[config.mk]
export PLATFORM = sky130hd
export DESIGN_NAME = uart_pkt_ctrl
export DESIGN_NICKNAME = d
export VERILOG_FILES = /design/src/rtl/uart_pkt_pkg.sv /design/src/rtl/uart_byte_strobe.sv /design/src/rtl/uart_pkt_ctrl.sv
export SDC_FILE = /design/constraint.sdc
export NUM_CORES = 1
export LEC_CHECK = 0
export CORE_MARGIN = 2
export CORE_UTILIZATION = 30
export CTS_BUF_LIST = sky130_fd_sc_hd__clkbuf_2
export DETAILED_ROUTE_END_ITERATION = 8
export GPL_TIMING_DRIVEN = 0
export PLACE_DENSITY_LB_ADDON = 0.1
export SLEW_MARGIN = 20
export SYNTH_ARGS = -nofsm -noshare
export SYNTH_HDL_FRONTEND = slang
export SYNTH_SLANG_ARGS = --single-unit
[constraint.sdc]
create_clock -name SYS_CLK -period 4 [get_ports SYS_CLK]
set_input_delay 0.6 -clock SYS_CLK [delete_from_list [all_inputs] [get_ports SYS_CLK]]
set_output_delay 0.6 -clock SYS_CLK [all_outputs]
set_load 0.05 [all_outputs]
[src/rtl/uart_pkt_pkg.sv]
// Shared encodings for the UART packet controller: FSM states, command codes, error causes.
package uart_pkt_pkg;

    typedef enum logic [2:0] {
        ST_IDLE,
        ST_CMD,
        ST_LEN,
        ST_DATA,
        ST_CHK,
        ST_REQ
    } state_t;

    localparam logic [7:0] CMD_WR = 8'h01;
    localparam logic [7:0] CMD_RD = 8'h02;

    localparam logic [1:0] ERR_NONE    = 2'd0;
    localparam logic [1:0] ERR_BAD_CMD = 2'd1;
    localparam logic [1:0] ERR_OVERRUN = 2'd2;
    localparam logic [1:0] ERR_TIMEOUT = 2'd3;

    // A length byte of zero encodes a full 256-byte transfer.
    function automatic logic [8:0] len_to_cnt(input logic [7:0] len);
        return (len == 8'd0) ? 9'd256 : {1'b0, len};
    endfunction

endpackage

[src/rtl/uart_byte_strobe.sv]
// Purpose: turn each falling edge of rx_busy into a one-cycle byte strobe with the byte captured.
// Latency: byte_vld/byte_dat valid one cycle after the falling edge is seen on the registered copy.
// Backpressure: none; every completed UART byte produces exactly one strobe.
module uart_byte_strobe (
    input  logic       SYS_CLK,
    input  logic       RST_N,
    input  logic [7:0] rx_data,
    input  logic       rx_busy,
    output logic       byte_vld,
    output logic [7:0] byte_dat
);

    logic rx_busy_q;
    logic busy_fall;

    assign busy_fall = rx_busy_q && !rx_busy;

    always_ff @(posedge SYS_CLK or negedge RST_N) begin
        if (!RST_N) begin
            rx_busy_q <= 1'b0;
            byte_vld  <= 1'b0;
            byte_dat  <= 8'd0;
        end else begin
            rx_busy_q <= rx_busy;
            byte_vld  <= busy_fall;
            if (busy_fall) begin
                byte_dat <= rx_data;
            end
        end
    end

endmodule

[src/rtl/uart_pkt_ctrl.sv]
// Purpose: parse HEADER/cmd/len[/payload][/checksum] UART frames into SDRAM write bytes or a read request.
// Latency: wr_valid/rd_req/pkt_* register one cycle after the internal byte strobe; checksum byte only with UART_PKT_CHKSUM_EN.
// Backpressure: wr_valid holds until wr_ready; a new byte while still unaccepted aborts with overrun; rd_req holds until rd_ack.
module uart_pkt_ctrl
    import uart_pkt_pkg::*;
#(
    parameter logic [7:0] HEADER      = 8'hA5,
    parameter int         TIMEOUT_CYC = 20000
) (
    input  logic       SYS_CLK,
    input  logic       RST_N,
    input  logic [7:0] rx_data,
    input  logic       rx_busy,
    output logic       wr_valid,
    output logic [7:0] wr_data,
    input  logic       wr_ready,
    output logic       rd_req,
    output logic [8:0] rd_len,
    input  logic       rd_ack,
    output logic       pkt_done,
    output logic       pkt_err,
    output logic [1:0] err_code
);

    localparam int            TW       = $clog2(TIMEOUT_CYC + 1);
    localparam logic [TW-1:0] IDLE_LIM = TW'(TIMEOUT_CYC - 1);

    logic          byte_vld;
    logic [7:0]    byte_dat;

    state_t        state, state_nxt;
    logic          is_wr, is_wr_nxt;
    logic [8:0]    cnt, cnt_nxt;
    logic [7:0]    csum, csum_nxt;
    logic [TW-1:0] idle_cnt, idle_nxt;
    logic          wr_valid_nxt, rd_req_nxt, done_nxt, err_nxt;
    logic [7:0]    wr_data_nxt;
    logic [8:0]    rd_len_nxt;
    logic [1:0]    code_nxt, abort_code;
    logic          timed, overrun, abort;

    uart_byte_strobe u_strobe (
        .SYS_CLK  (SYS_CLK),
        .RST_N    (RST_N),
        .rx_data  (rx_data),
        .rx_busy  (rx_busy),
        .byte_vld (byte_vld),
        .byte_dat (byte_dat)
    );

    // A byte landing while the previous one is still unaccepted would be lost.
    assign overrun = byte_vld && wr_valid && !wr_ready;
    assign timed   = (state == ST_CMD) || (state == ST_LEN) || (state == ST_DATA) || (state == ST_CHK);

    always_comb begin
        state_nxt    = state;
        is_wr_nxt    = is_wr;
        cnt_nxt      = cnt;
        csum_nxt     = csum;
        idle_nxt     = '0;
        wr_valid_nxt = wr_valid && !wr_ready;
        wr_data_nxt  = wr_data;
        rd_req_nxt   = rd_req;
        rd_len_nxt   = rd_len;
        done_nxt     = 1'b0;
        err_nxt      = 1'b0;
        code_nxt     = err_code;
        abort        = 1'b0;
        abort_code   = ERR_NONE;

        if (timed && !byte_vld) begin
            idle_nxt = idle_cnt + 1'b1;
        end

        case (state)
            ST_IDLE: begin
                if (byte_vld && byte_dat == HEADER) begin
                    state_nxt = ST_CMD;
                    csum_nxt  = 8'd0;
                end
            end
            ST_CMD: begin
                if (byte_vld) begin
                    if (byte_dat == CMD_WR || byte_dat == CMD_RD) begin
                        is_wr_nxt = (byte_dat == CMD_WR);
                        csum_nxt  = byte_dat;
                        state_nxt = ST_LEN;
                    end else begin
                        abort      = 1'b1;
                        abort_code = ERR_BAD_CMD;
                    end
                end
            end
            ST_LEN: begin
                if (byte_vld) begin
                    cnt_nxt  = len_to_cnt(byte_dat);
                    csum_nxt = csum + byte_dat;
                    if (is_wr) begin
                        state_nxt = ST_DATA;
                    end else begin
                        rd_len_nxt = len_to_cnt(byte_dat);
`ifdef UART_PKT_CHKSUM_EN
                        state_nxt  = ST_CHK;
`else
                        state_nxt  = ST_REQ;
                        rd_req_nxt = 1'b1;
`endif
                    end
                end
            end
            ST_DATA: begin
                if (overrun) begin
                    abort      = 1'b1;
                    abort_code = ERR_OVERRUN;
                end else if (byte_vld) begin
                    wr_valid_nxt = 1'b1;
                    wr_data_nxt  = byte_dat;
                    csum_nxt     = csum + byte_dat;
                    cnt_nxt      = cnt - 9'd1;
                    if (cnt == 9'd1) begin
`ifdef UART_PKT_CHKSUM_EN
                        state_nxt = ST_CHK;
`else
                        state_nxt = ST_IDLE;
                        done_nxt  = 1'b1;
`endif
                    end
                end
            end
            ST_CHK: begin
                if (overrun) begin
                    abort      = 1'b1;
                    abort_code = ERR_OVERRUN;
                end else if (byte_vld) begin
                    if (byte_dat != csum) begin
                        abort      = 1'b1;
                        abort_code = ERR_TIMEOUT;
                    end else if (is_wr) begin
                        state_nxt = ST_IDLE;
                        done_nxt  = 1'b1;
                    end else begin
                        state_nxt  = ST_REQ;
                        rd_req_nxt = 1'b1;
                    end
                end
            end
            ST_REQ: begin
                if (rd_ack) begin
                    rd_req_nxt = 1'b0;
                    done_nxt   = 1'b1;
                    state_nxt  = ST_IDLE;
                end
            end
            default: state_nxt = ST_IDLE;
        endcase

        if (timed && !byte_vld && idle_cnt == IDLE_LIM) begin
            abort      = 1'b1;
            abort_code = ERR_TIMEOUT;
        end

        if (abort) begin
            state_nxt    = ST_IDLE;
            err_nxt      = 1'b1;
            code_nxt     = abort_code;
            wr_valid_nxt = 1'b0;
            rd_req_nxt   = 1'b0;
            idle_nxt     = '0;
        end
    end

    always_ff @(posedge SYS_CLK or negedge RST_N) begin
        if (!RST_N) begin
            state    <= ST_IDLE;
            is_wr    <= 1'b0;
            cnt      <= 9'd0;
            csum     <= 8'd0;
            idle_cnt <= '0;
            wr_valid <= 1'b0;
            wr_data  <= 8'd0;
            rd_req   <= 1'b0;
            rd_len   <= 9'd0;
            pkt_done <= 1'b0;
            pkt_err  <= 1'b0;
            err_code <= ERR_NONE;
        end else begin
            state    <= state_nxt;
            is_wr    <= is_wr_nxt;
            cnt      <= cnt_nxt;
            csum     <= csum_nxt;
            idle_cnt <= idle_nxt;
            wr_valid <= wr_valid_nxt;
            wr_data  <= wr_data_nxt;
            rd_req   <= rd_req_nxt;
            rd_len   <= rd_len_nxt;
            pkt_done <= done_nxt;
            pkt_err  <= err_nxt;
            err_code <= code_nxt;
        end
    end

endmodule
* Word-level counts from Yosys, hierarchy flattened
Index checks and enable logic that the tools add are counted. W data, S select, Z words.
Storage, ports and cells: register bits 69, bits in latches 0, memory bits (writable) 0, ROM bits 0, bits of input ports 13, word-level logic and storage cells 140, memories kept 0
Operators by class: add/sub/neg operators 3, multipliers 0, div/mod/pow operators 0, $lt $le $gt $ge 0, equal/unequal tests 28, shift-type cells 0, muxes and demuxes 66, bitwise gates (word level) 2, reduce and logical (&&, ||, !) cells 26
Operators by type and width (number):
- $mux W3 | 14
- $mux W8 | 5
- $mux W9 | 4
- $pmux W8 S4 | 1
- $mux W15 | 2
- $mux W1 | 29
- $ne A3 B2 Y1 const B | 6
- $pmux W3 S6 | 1
- $pmux W9 S2 | 1
- $add A15 B1 Y15 const B | 1
- $eq A15 B15 Y1 const B | 1
- $ne A3 B3 Y1 const B | 5
- $reduce_and A11 Y1 | 1
- $mux W2 | 5
- $eq A9 B1 Y1 const B | 1
- $pmux W1 S3 | 3
- $reduce_and A3 Y1 | 3
- $sub A9 B1 Y9 const B | 1
- $add A8 B8 Y8 | 1
- $eq A8 B1 Y1 const B | 1
- $eq A8 B2 Y1 const B | 1
- $eq A8 B8 Y1 const B | 1
- $logic_not A8 Y1 | 1
- $ne A2 B1 Y1 const B | 4
- other kinds (16) | 32

* Logic depth before layout (Yosys ltp)
Gate-level depths: netlist of the first run.
depth after elaboration 9, depth in mapped cells 7, depth with buffers taken out 7

* Cells and area by module
From an unflattened synthesis of the first run, not the netlist that was laid out.
Unflattened totals: cells, all modules 354, area, all modules 3667.3 um2
By module, submodules not included:
- uart_pkt_ctrl | instances 1, cells each 334, area an instance 3263.1 um2, seq. area each 1476.4 um2
- uart_byte_strobe | instances 1, cells each 20, area an instance 404.1 um2, seq. area each 250.2 um2

* Least setup slack after synthesis of the first run
Ideal clock, no wire load.
path kind register -> register, start point register u_strobe.byte_dat[6], end point register csum[7], library setup time 0.087 ns, data arrival time 2.036 ns, data required time 3.913 ns, setup slack 1.877 ns, stages on the path, launching flop included 7, buffers on the path 1, period minus slack after synthesis 2.123 ns, cells stage by stage dfrtp_1 -> or3_1 -> buf_6 -> o41ai_4 -> o211ai_2 -> or4b_1 -> o211ai_1
On the way: cells in the longest elaborated chain, start to end 4, elaborated cells between the ends (all ways) 12, those cells by class add/sub (1); eq/ne (5); mux (3); reduce/logical (3)
Ends and longest elaborated chain:
- start: declaration | RTL line uart_byte_strobe.sv:10 | output logic [7:0] byte_dat
- start signal: assignment | RTL line uart_byte_strobe.sv:27 | byte_dat <= rx_data;
- $add A8 B8 Y8, or another cell as far along | RTL line uart_pkt_ctrl.sv:97, uart_pkt_ctrl.sv:118
- $mux W8, or another cell as far along | RTL line uart_pkt_ctrl.sv:95, uart_pkt_ctrl.sv:115
- $mux W8, or another cell as far along | RTL line uart_pkt_ctrl.sv:112 | if (overrun) begin
- $pmux W8 S4 / $reduce_and A5 Y1 (equally long branches)
- end signal: assignment | RTL line uart_pkt_ctrl.sv:190 | csum <= csum_nxt;
- end: declaration | RTL line uart_pkt_ctrl.sv:34 | logic [7:0] csum, csum_nxt;
Parallel ways exist; a longest one is shown, timed or not. The select of a mux whose other input is x is not followed. A chain may end at the register's enable or synchronous reset.

* Worst setup path after layout of the first run
start point register u_strobe.byte_dat[2], end point register state[2]
On the way: cells in the longest elaborated chain, start to end 8, elaborated cells between the ends (all ways) 26, those cells by class eq/ne (15); mux (8); reduce/logical (3)
Ends and longest elaborated chain:
- $ne A8 B8 Y1, or another cell as far along | RTL line uart_pkt_ctrl.sv:135 | if (byte_dat != csum) begin
- $mux W1 / $logic_or A1 B1 Y1 (equally long branches) | RTL line uart_pkt_ctrl.sv:135, uart_pkt_ctrl.sv:84
- $mux W1 (on tied branches) | RTL line uart_pkt_ctrl.sv:134, uart_pkt_ctrl.sv:84
- $mux W1 (on tied branches) | RTL line uart_pkt_ctrl.sv:131, uart_pkt_ctrl.sv:83
- $pmux W1 S3 (*) | RTL line uart_pkt_ctrl.sv:75 | case (state)
- $mux W1 (*) | RTL line uart_pkt_ctrl.sv:157 | if (timed && !byte_vld && idle_cnt == IDLE_LIM) begin
- via abort | RTL line uart_pkt_ctrl.sv:40 | logic timed, overrun, abort;
- $ne A3 B3 Y1 (no source line) / $ne A3 B2 Y1 (equally long branches)
- $reduce_and A11 Y1 (no source line)
- end signal: assignment | RTL line uart_pkt_ctrl.sv:187 | state <= state_nxt;
- end: declaration | RTL line uart_pkt_ctrl.sv:31 | state_t state, state_nxt;
The timed path passes the listed nets; every way through them passes the cells marked *.

==> results of run 1 <==
flip-flops by register name (all words and copies together), names as in the netlist:
signal	flops
err_code	2
csum	8
u_strobe.rx_busy_q	1
cnt	9
state	3
rd_req	1
rd_len	9
pkt_err	1
is_wr	1
u_strobe.byte_vld	1
wr_valid	1
wr_data	8
idle_cnt	15
u_strobe.byte_dat	8
pkt_done	1
routing by layer:
layer / global-route usage (%) / wire [um] / share of wire (%)
met1: 20.19 / 4354 / 48
met4: 7.154 / 157 / 1.7
met3: 3.547 / 424 / 4.7
met2: 22.86 / 4167 / 46
met5: 0 / 0 / 0
where the power goes:
group / switching (uW) / total (uW) / internal (uW)
Combinational: 136 / 227 / 90.9
Clock: 273 / 540 / 267
Sequential: 31.1 / 754 / 723
Total: 440 / 1520 / 1080
layout make-up:
class | count | area share, %
multi-input cells | 268 | 41.28
plain buffers | 16 | 1.577
flip-flops and latches | 69 | 39.56
inverters | 11 | 0.9461
clock buffers | 9 | 1.032
clock inverters | 6 | 2.552
well taps | 147 | 4.214
repair buffers | 37 | 8.830
per-stage QoR:
stage	std cells	TNS [ns]	instance area (sq um)	hold WS [ns]
5_1_grt	563	0	4364	0.4517
3_5_place_dp	547	0	4193	0.4804
3_3_place_gp	546	-21.07	4168	0.4708
6_report	563	0	4364	0.4959
4_1_cts	563	0	4359	0.4449
2_1_floorplan	364	0	3633	0.3044
path summary, 6_finish.rpt:
| path | start | to | slack [ns] | cells after the start |
|---|---|---|---|---|
| max | u_strobe.byte_dat[2]$_DFFE_PN0P_ | state[2]$_DFFE_PN0P_ | 1.41 | 6 |
| max reg2reg | u_strobe.byte_dat[2]$_DFFE_PN0P_ | state[2]$_DFFE_PN0P_ | 1.41 | 6 |
| min | RST_N | cnt[4]$_DFFE_PN0P_ | 0.50 | 2 |
| min in group SYS_CLK | rx_busy | u_strobe.rx_busy_q$_DFF_PN0_ | 0.50 | 1 |
| min reg2reg | idle_cnt[0]$_DFF_PN0_ | idle_cnt[0]$_DFF_PN0_ | 0.52 | 1 |
| max in group asynchronous | RST_N | csum[2]$_DFFE_PN0P_ | 2.94 | 3 |
what timing repair did:
item,in CTS,in global routing
hold buffers,1,0
hold endpoints to repair,27,0
endpoints found under the setup margin,0,0
cells by family (layout without fill, tap and decap cells):
kind of cell	Yosys count	count (layout)	synth area share [%]
AND/OR/NAND/NOR	133	133	18.35
AO/OA/AOI/OAI	79	79	14.53
flip-flops	69	69	47.52
buffers and inverters	27	79	3.030
multiplexers	25	25	7.748
XOR/XNOR	20	20	4.821
adder cells (fa/ha/maj)	11	11	3.995
worst max-delay path, stage by stage (launching register included):
cell	delay, ns
dfrtp_1	0.57
ha_1	0.45
nor4_1	0.32
nand3_1	0.28
o221ai_1	0.42
nand2_1	0.25
a211oi_1	0.22
placed cells by master (no fill, tap or decap), drive strengths merged, types with 4 or more instances in the layout:
| cell | count |
|---|---|
| nor3 | 10 |
| ha | 10 |
| nor2 | 40 |
| buf | 4 |
| xor2 | 8 |
| clkbuf | 23 |
| a21oi | 21 |
| mux2 | 25 |
| o22ai | 4 |
| o21ai | 21 |
| nand3b | 4 |
| xnor2 | 12 |
| nand2 | 27 |
| nand2b | 7 |
| dfrtp | 69 |
| nand3 | 16 |
| a22oi | 4 |
| nor4 | 6 |
| inv | 12 |
| clkdlybuf4s50 | 34 |
==> results.json, run 1 <==
{
  "postSynthRegisterBits": 69,
  "run_status": "finished clean",
  "startpoint_type": "flip-flop",
  "clock_sinks": 69,
  "drtPass1Iterations": 4,
  "floorplan.initialDensity_pct": 30.50,
  "seq_area_sq_um": 1727,
  "preCtsSetupSlack_ns": 1.448,
  "antenna_found_initial": 0,
  "synth.lib_cells_used.distinct": 56,
  "finClkSkew_ns": 0.02250,
  "design.portCount": 36,
  "grt_remaining_overflow": 0,
  "synthFlopType": "dfrtp_1",
  "die_width_um": 114.1,
  "post-cts-setup-buffers": 0,
  "pin_count_of_the_biggest_net_entering_global_routing": 43,
  "final.min_clock_period_ns": 2.589,
  "yosys-top-cells-area": "dfrtp_1 48%, mux2_2 7.7%, nor2_1 4.1%",
  "drv.max_cap_violation_count": 0,
  "setup_viol": 0,
  "fp-row-count": 40,
  "synthDominantAreaCellType": "dfrtp_1",
  "post_route_fraction_of_the_period_consumed_by_the_critical_path_pct": 64.71,
  "final_standard_cell_utilization_of_the_core_pct": 36.64,
  "cts_tree": "yes",
  "synth.most_common_cell": "dfrtp_1",
  "post_dr_wirelength_cell_um": 16.17,
  "syn-cell-area_sq_um": 3633,
  "timing.fmax_ghz": 0.3863,
  "post_synth_edffs": 0,
  "post_synth.cell_area_avg_sq_um": 9.982,
  "top_area_cell_type_share_of_the_netlist_area_pct": 47.52,
  "die_height_um": 114.1,
  "slew-limit-headroom_pct": 55.63,
  "ys_async_rst_share_pct": 100.0,
  "report.power.total_uw": 1521,
  "clkSlewWorstSetupHoldPaths_ns": 0.21,
  "timing_worst_slew_pin_value_ns": 0.6627,
  "track_usage_pct": 15.02,
  "grt_setup_unrepaired": "no",
  "drt_drc_violations_left": 0,
  "pins_over_slew_limit": 0,
  "ys.warnings.count": 0,
  "finalWeightedCongestion": 0.8432,
  "design.final.nets": 436,
  "grt_pass1_vias": 2926,
  "routed-via-count": 2871,
  "io_buffers": 35,
  "post_synth_most_frequent_cells": "69 x dfrtp_1, 40 x nor2_1, 27 x nand2_1",
  "area.growth.synth_to_final_pct": 20.11,
  "synth_fp_nets": 388,
  "worst_ep_arrival_time_ns": 3.06,
  "drt_first_iter_violations": 134,
  "antenna-diode-count": 0,
  "drive_gt1_share_pct": 12.26,
  "placeableCoreArea_sq_um": 11910,
  "worst-setup-path-type": "reg -> reg",
  "leakage_uw": 0.001861,
  "worst-path-max-fanout": 8,
  "htreeDepth": 3,
  "worstSkewPairLatency_ns": 0.55,
  "hold_viol": 0,
  "cts_buffers": 9,
  "viasPerCell": 5.099,
  "die-area_sq_um": 13010,
  "first_pass_grt_wire_length_mm": 15.04,
  "seq_area_frac_synth_pct": 47.52,
  "worst_ir_drop_vdd_v": 0.0001668,
  "cp-end-kind": "flip-flop",
  "synthesis.instances": 364,
  "hold_path.class": "in -> async",
  "drt_wl_total_mm": 9.104,
  "clk_root_buffer_cell": "clkbuf_2",
  "combined_area_of_the_multi_input_logic_cells_sq_um": 1802,
  "setup_ws_ns": 1.411,
  "dpl.hpwl_mm": 6.391,
  "fillCellCount": 1258,
  "antenna_left": 0,
  "critPathRequiredTime_ns": 4.47,
  "clk_path_buf_depth": 2,
  "cts.repair.resized": 0,
  "pwr_density_cell_nw_per_um2": 348.6
}
(Power assumes the default switching activity.)
==> run 2, diff against run 1 <==
clock period = 2.27 ns   (was 4 ns; I/O delays follow)
==> results.json, run 2 (same netlist as run 1, synthesis figures left out) <==
{
  "dpl.hpwl_mm": 6.391,
  "registers_with_the_most_flip_flops": "idle_cnt: 15 flops, cnt: 9 flops, rd_len: 9 flops",
  "antenna-diode-count": 0,
  "seq_area_sq_um": 1733,
  "finalWeightedCongestion": 0.8432,
  "drt_wl_total_mm": 9.323,
  "pwr_density_cell_nw_per_um2": 604.6,
  "die-area_sq_um": 13010,
  "p_seq_share_pct": 48.1,
  "report.power.total_uw": 2748,
  "worst-path-max-fanout": 10,
  "cts_buffers": 9,
  "viasPerCell": 5.123,
  "timing_worst_slew_pin_value_ns": 0.5938,
  "clock_sinks": 69,
  "combined_area_of_the_multi_input_logic_cells_sq_um": 1904,
  "clkSlewWorstSetupHoldPaths_ns": 0.21,
  "layout_commonest_cell": "dfrtp_1",
  "first_pass_grt_wire_length_mm": 15.19,
  "clk_path_buf_depth": 2,
  "r2r_start": "state[1]$_DFFE_PN0P_",
  "htreeDepth": 3,
  "io_buffers": 35,
  "startpoint_type": "flip-flop",
  "floorplan.initialDensity_pct": 30.50,
  "placeableCoreArea_sq_um": 11910,
  "fp-row-count": 40,
  "finClkSkew_ns": 0.02049,
  "die_width_um": 114.1,
  "critPathRequiredTime_ns": 2.71,
  "clock_power_share_pct": 34.8,
  "cp-end-kind": "flip-flop",
  "clk_root_buffer_cell": "clkbuf_2",
  "swShare_pct": 29.18,
  "critPathMaxStageDelay_ns": 0.51,
  "hold_viol": 0,
  "drive_gt1_share_pct": 19.81,
  "critical_path.reg2reg.endpoint": "rd_len[7]$_DFFE_PN0P_",
  "grt_remaining_overflow": 0,
  "worst_hold_path_ep": "u_strobe.rx_busy_q$_DFF_PN0_",
  "setup_viol": 0,
  "pin_count_of_the_biggest_net_entering_global_routing": 43,
  "instances_no_fill": 571,
  "antenna_left": 0,
  "routed-via-count": 2925,
  "post_route_fraction_of_the_period_consumed_by_the_critical_path_pct": 94.40,
  "hold_depth": 1,
  "design.portCount": 36,
  "p_int_uw": 1946,
  "antenna_found_initial": 0,
  "grt_setup_unrepaired": "yes",
  "mostFrequentLayoutCells": "64 x dfrtp_1, 39 x nor2_1, 34 x clkdlybuf4s50_1, 26 x nand2_1, 25 x mux2_2",
  "drv.max_cap_violation_count": 0,
  "final_standard_cell_utilization_of_the_core_pct": 38.15,
  "timing.hold.ws_ns": 0.2348,
  "power.net_switching_uw": 801.8,
  "ff2ff_setup_slack_ns": 0.13,
  "min_from": "rx_busy",
  "leakage_uw": 0.001913,
  "cp_cell_sequence": "nor2b_1, clkbuf_1, nand2_1, mux2_2",
  "r2r_cells": 4,
  "grt_pass1_vias": 2947,
  "combPwrFrac_pct": 17.1,
  "timing.fmax_ghz": 0.4667,
  "cts_tree": "yes",
  "die_height_um": 114.1,
  "fillCellCount": 1242,
  "run_status": "finished clean",
  "worst_ir_drop_vdd_v": 0.0002949,
  "hold_path.class": "in -> reg",
  "drt_first_iter_violations": 122,
  "worst_ep_arrival_time_ns": 2.58,
  "worst-setup-path-type": "reg -> reg",
  "drtPass1Iterations": 4,
  "critPathSlowestCell": "nand2_1",
  "area.growth.synth_to_final_pct": 25.07,
  "post-place-cells": 547,
  "final.min_clock_period_ns": 2.143,
  "pins_over_slew_limit": 0,
  "slew-limit-headroom_pct": 60.05,
  "post_dr_wirelength_cell_um": 16.33,
  "track_usage_pct": 15.22,
  "worstSkewPairLatency_ns": 0.54,
  "design.final.nets": 444,
  "max_flop_register": "idle_cnt",
  "largest_register_ff_count": 15,
  "drt_drc_violations_left": 0
}
## run 2: repair_timing
action                     in CTS  in global routing
setup buffers                   7                  2
hold endpoints to repair       27                  0
hold buffers                    1                  0
pin swaps                       1                  4
gates resized for setup        11                 24
setup endpoints to repair      34                 24
## run 2: power by group through the flow
stage	clock network, uW	registers, uW	logic [uW]
detailed placement	0	1350	405
floorplan	0	1360	236
global route	1050	1330	522
global placement	0	1350	396
finish	955	1320	470
CTS	996	1320	447
## run 2: metal layers
metal,GRT usage [%],vias to the layer above,wire length (um)
li1,-,1421,-
met1,20.42,1450,4444
met2,23.49,42,4411
met3,3.282,12,308
met4,7.154,0,159
met5,0,-,0
## run 2: critical path: cells and delay by family, from the launching register on
kind | cells | cell delay [ns]
AND/OR/NAND/NOR | 2 | 0.74
buffers and inverters | 1 | 0.46
multiplexers | 1 | 0.42
flip-flops | 1 | 0.43
## run 2: through the flow
step	setup WS (ns)	setup TNS (ns)	area, sq um
floorplan	0.1474	0	3633
finish	0.1272	0	4544
detailed placement	-0.2816	-3.204	4193
global route	-0.04268	-0.04789	4544
CTS	0.009858	0	4447
global placement	-1.781	-125.50	4168
## run 2: worst max path at each step
stage / depth (start not counted) / from / endpoint / slack (ns)
final: 4 / state[1]$_DFFE_PN0P_ / rd_len[7]$_DFFE_PN0P_ / 0.13
after global routing: 6 / u_strobe.byte_dat[7]$_DFFE_PN0P_ / csum[7]$_DFFE_PN0P_ / -0.04
after CTS: 6 / idle_cnt[5]$_DFF_PN0_ / idle_cnt[7]$_DFF_PN0_ / 0.01
after detailed placement: 6 / state[0]$_DFFE_PN0P_ / rd_req$_DFFE_PN0P_ / -0.28
after global placement: 1 / RST_N / rd_len[3]$_DFFE_PN0P_ / -1.78
after floorplan: 6 / u_strobe.byte_dat[6]$_DFFE_PN0P_ / csum[7]$_DFFE_PN0P_ / 0.15
## run 2: area by class of cell
cell class	count	area share, %
Clock buffer	9	0.9912
Buffer	15	1.597
Tap cell	147	4.047
Clock inverter	6	2.450
Multi-Input combinational cell	268	41.91
Inverter	11	0.9086
Sequential cell	69	38.13
Timing Repair Buffer	46	9.967
==> run 3, diff against run 2 <==
CTS_BUF_LIST = unset   (was sky130_fd_sc_hd__clkbuf_2)
CTS_CLUSTER_SIZE = 25   (was unset)
==> results.json, run 3 (same netlist as run 1, synthesis figures left out) <==
{
  "antenna-diode-count": 0,
  "setup_viol": 0,
  "dpl.hpwl_mm": 6.391,
  "worst_ep_arrival_time_ns": 2.37,
  "ff2ff_setup_slack_ns": 0.12,
  "critPathRequiredTime_ns": 2.49,
  "final.min_clock_period_ns": 2.147,
  "crit_path_end": "rd_len[7]$_DFFE_PN0P_",
  "slew-limit-headroom_pct": 62.17,
  "io_buffers": 35,
  "fp-row-count": 40,
  "registers_with_the_most_flip_flops": "idle_cnt: 15 flops, cnt: 9 flops, rd_len: 9 flops",
  "worst_ir_drop_vdd_v": 0.0003411,
  "die_height_um": 114.1,
  "grt_remaining_overflow": 0,
  "worst-path-max-fanout": 10,
  "fin_area_sq_um": 4725,
  "antenna_found_initial": 0,
  "leakage_uw": 0.001988,
  "run_status": "finished clean",
  "hold_viol": 0,
  "r2r_start": "state[1]$_DFFE_PN0P_",
  "timing_worst_slew_pin_value_ns": 0.5623,
  "pin_count_of_the_biggest_net_entering_global_routing": 43,
  "critical_path.reg2reg.endpoint": "rd_len[7]$_DFFE_PN0P_",
  "antenna_left": 0,
  "grt_setup_unrepaired": "no",
  "fillCellCount": 1214,
  "pwr_density_cell_nw_per_um2": 727.3,
  "drt_wl_total_mm": 9.209,
  "hold_path.class": "in -> reg",
  "worst-setup-path-type": "reg -> reg",
  "drv.max_cap_violation_count": 0,
  "startpoint_type": "flip-flop",
  "clkSlewWorstSetupHoldPaths_ns": 0.06,
  "final_standard_cell_utilization_of_the_core_pct": 39.66,
  "largest_register_ff_count": 15,
  "drt_drc_violations_left": 0,
  "max_flop_register": "idle_cnt",
  "setup_ws_ns": 0.1226,
  "routed-via-count": 2924,
  "cts_buffers": 9,
  "area.growth.synth_to_final_pct": 30.03,
  "r2r_cells": 4,
  "detailed_place.area_sq_um": 4193,
  "track_usage_pct": 15.10,
  "floorplan.initialDensity_pct": 30.50,
  "combined_area_of_the_multi_input_logic_cells_sq_um": 1901,
  "finalWeightedCongestion": 0.8432,
  "clk_path_buf_depth": 2,
  "die-area_sq_um": 13010,
  "pins_over_slew_limit": 0,
  "mostFrequentLayoutCells": "65 x dfrtp_1, 39 x nor2_1, 34 x clkdlybuf4s50_1, 25 x nand2_1, 25 x mux2_2",
  "cp-end-kind": "flip-flop",
  "grt_pass1_vias": 2922,
  "clk_root_buffer_cell": "clkbuf_16",
  "design.portCount": 36,
  "timing.fmax_ghz": 0.4657,
  "htreeDepth": 3,
  "hold_depth": 1,
  "post_dr_wirelength_cell_um": 16.13,
  "layout_commonest_cell": "dfrtp_1",
  "viasPerCell": 5.121,
  "post_route_fraction_of_the_period_consumed_by_the_critical_path_pct": 94.60,
  "finClkSkew_ns": 0.004895,
  "drt_first_iter_violations": 104,
  "clock_sinks": 69,
  "cts_tree": "yes",
  "placeableCoreArea_sq_um": 11910,
  "preCtsSetupSlack_ns": -0.2816,
  "worstSkewPairLatency_ns": 0.34,
  "first_pass_grt_wire_length_mm": 15.11,
  "crit_startpoint": "state[1]$_DFFE_PN0P_",
  "drive_gt1_share_pct": 19.10,
  "drtPass1Iterations": 4,
  "seq_area_sq_um": 1732,
  "design.final.nets": 444,
  "die_width_um": 114.1
}
## run 3: worst min path at each step
stage                                   start                           end  slack (ns)
after detailed placement                RST_N             pkt_err$_DFF_PN0_        0.32
after CTS                             rx_busy  u_strobe.rx_busy_q$_DFF_PN0_        0.47
after global routing                  rx_busy  u_strobe.rx_busy_q$_DFF_PN0_        0.49
final                                 rx_busy  u_strobe.rx_busy_q$_DFF_PN0_        0.47
after floorplan                         RST_N            cnt[0]$_DFFE_PN0P_        0.04
after global placement    csum[5]$_DFFE_PN0P_           csum[5]$_DFFE_PN0P_        0.47
## run 3: what timing repair did
item / in CTS / in global routing
hold endpoints to repair: 27 / 0
endpoints found under the setup margin: 33 / 30
hold buffers: 1 / 0
pin swaps: 1 / 3
gates resized for setup: 8 / 19
buffers inserted: 2 / 7
## run 3: metal layers
| layer | part of all wire (%) | track usage (%) |
|---|---|---|
| met1 | 48 | 20.28 |
| met4 | 1.8 | 7.480 |
| met5 | 0 | 0 |
| met3 | 3.5 | 3.600 |
| met2 | 46 | 22.82 |
## run 3: area by class of cell
cell class,instances,share of cell area (%)
plain buffers,15,1.430
multi-input cells,268,40.23
repair buffers,46,9.587
clock buffers,10,5.058
inverters,11,0.8739
clock inverters,5,2.278
well taps,147,3.893
flip-flops and latches,69,36.65
## run 3: critical path: stages, from the launching register on
cell	delay (ns)
dfrtp_1	0.38
nor2b_1	0.23
clkbuf_1	0.47
nand2_1	0.52
mux2_2	0.42
## run 3: where the power goes
part | switching, uW | internal [uW] | leakage (uW)
Clock | 558 | 1100 | 0.000169
Combinational | 261 | 187 | 0.000907
Sequential | 50.9 | 1280 | 0.000912
Total | 870 | 2570 | 0.00199
## run 3: through the flow
stage | power [uW] | hold slack (ns) | setup TNS, ns | cells
3_5_place_dp | 1758 | 0.3168 | -3.204 | 547
3_3_place_gp | 1748 | 0.4708 | -125.50 | 546
6_report | 3436 | 0.4749 | 0 | 571
5_1_grt | 3595 | 0.4891 | 0 | 571
4_1_cts | 3446 | 0.4731 | 0 | 564
2_1_floorplan | 1600 | 0.04491 | 0 | 364
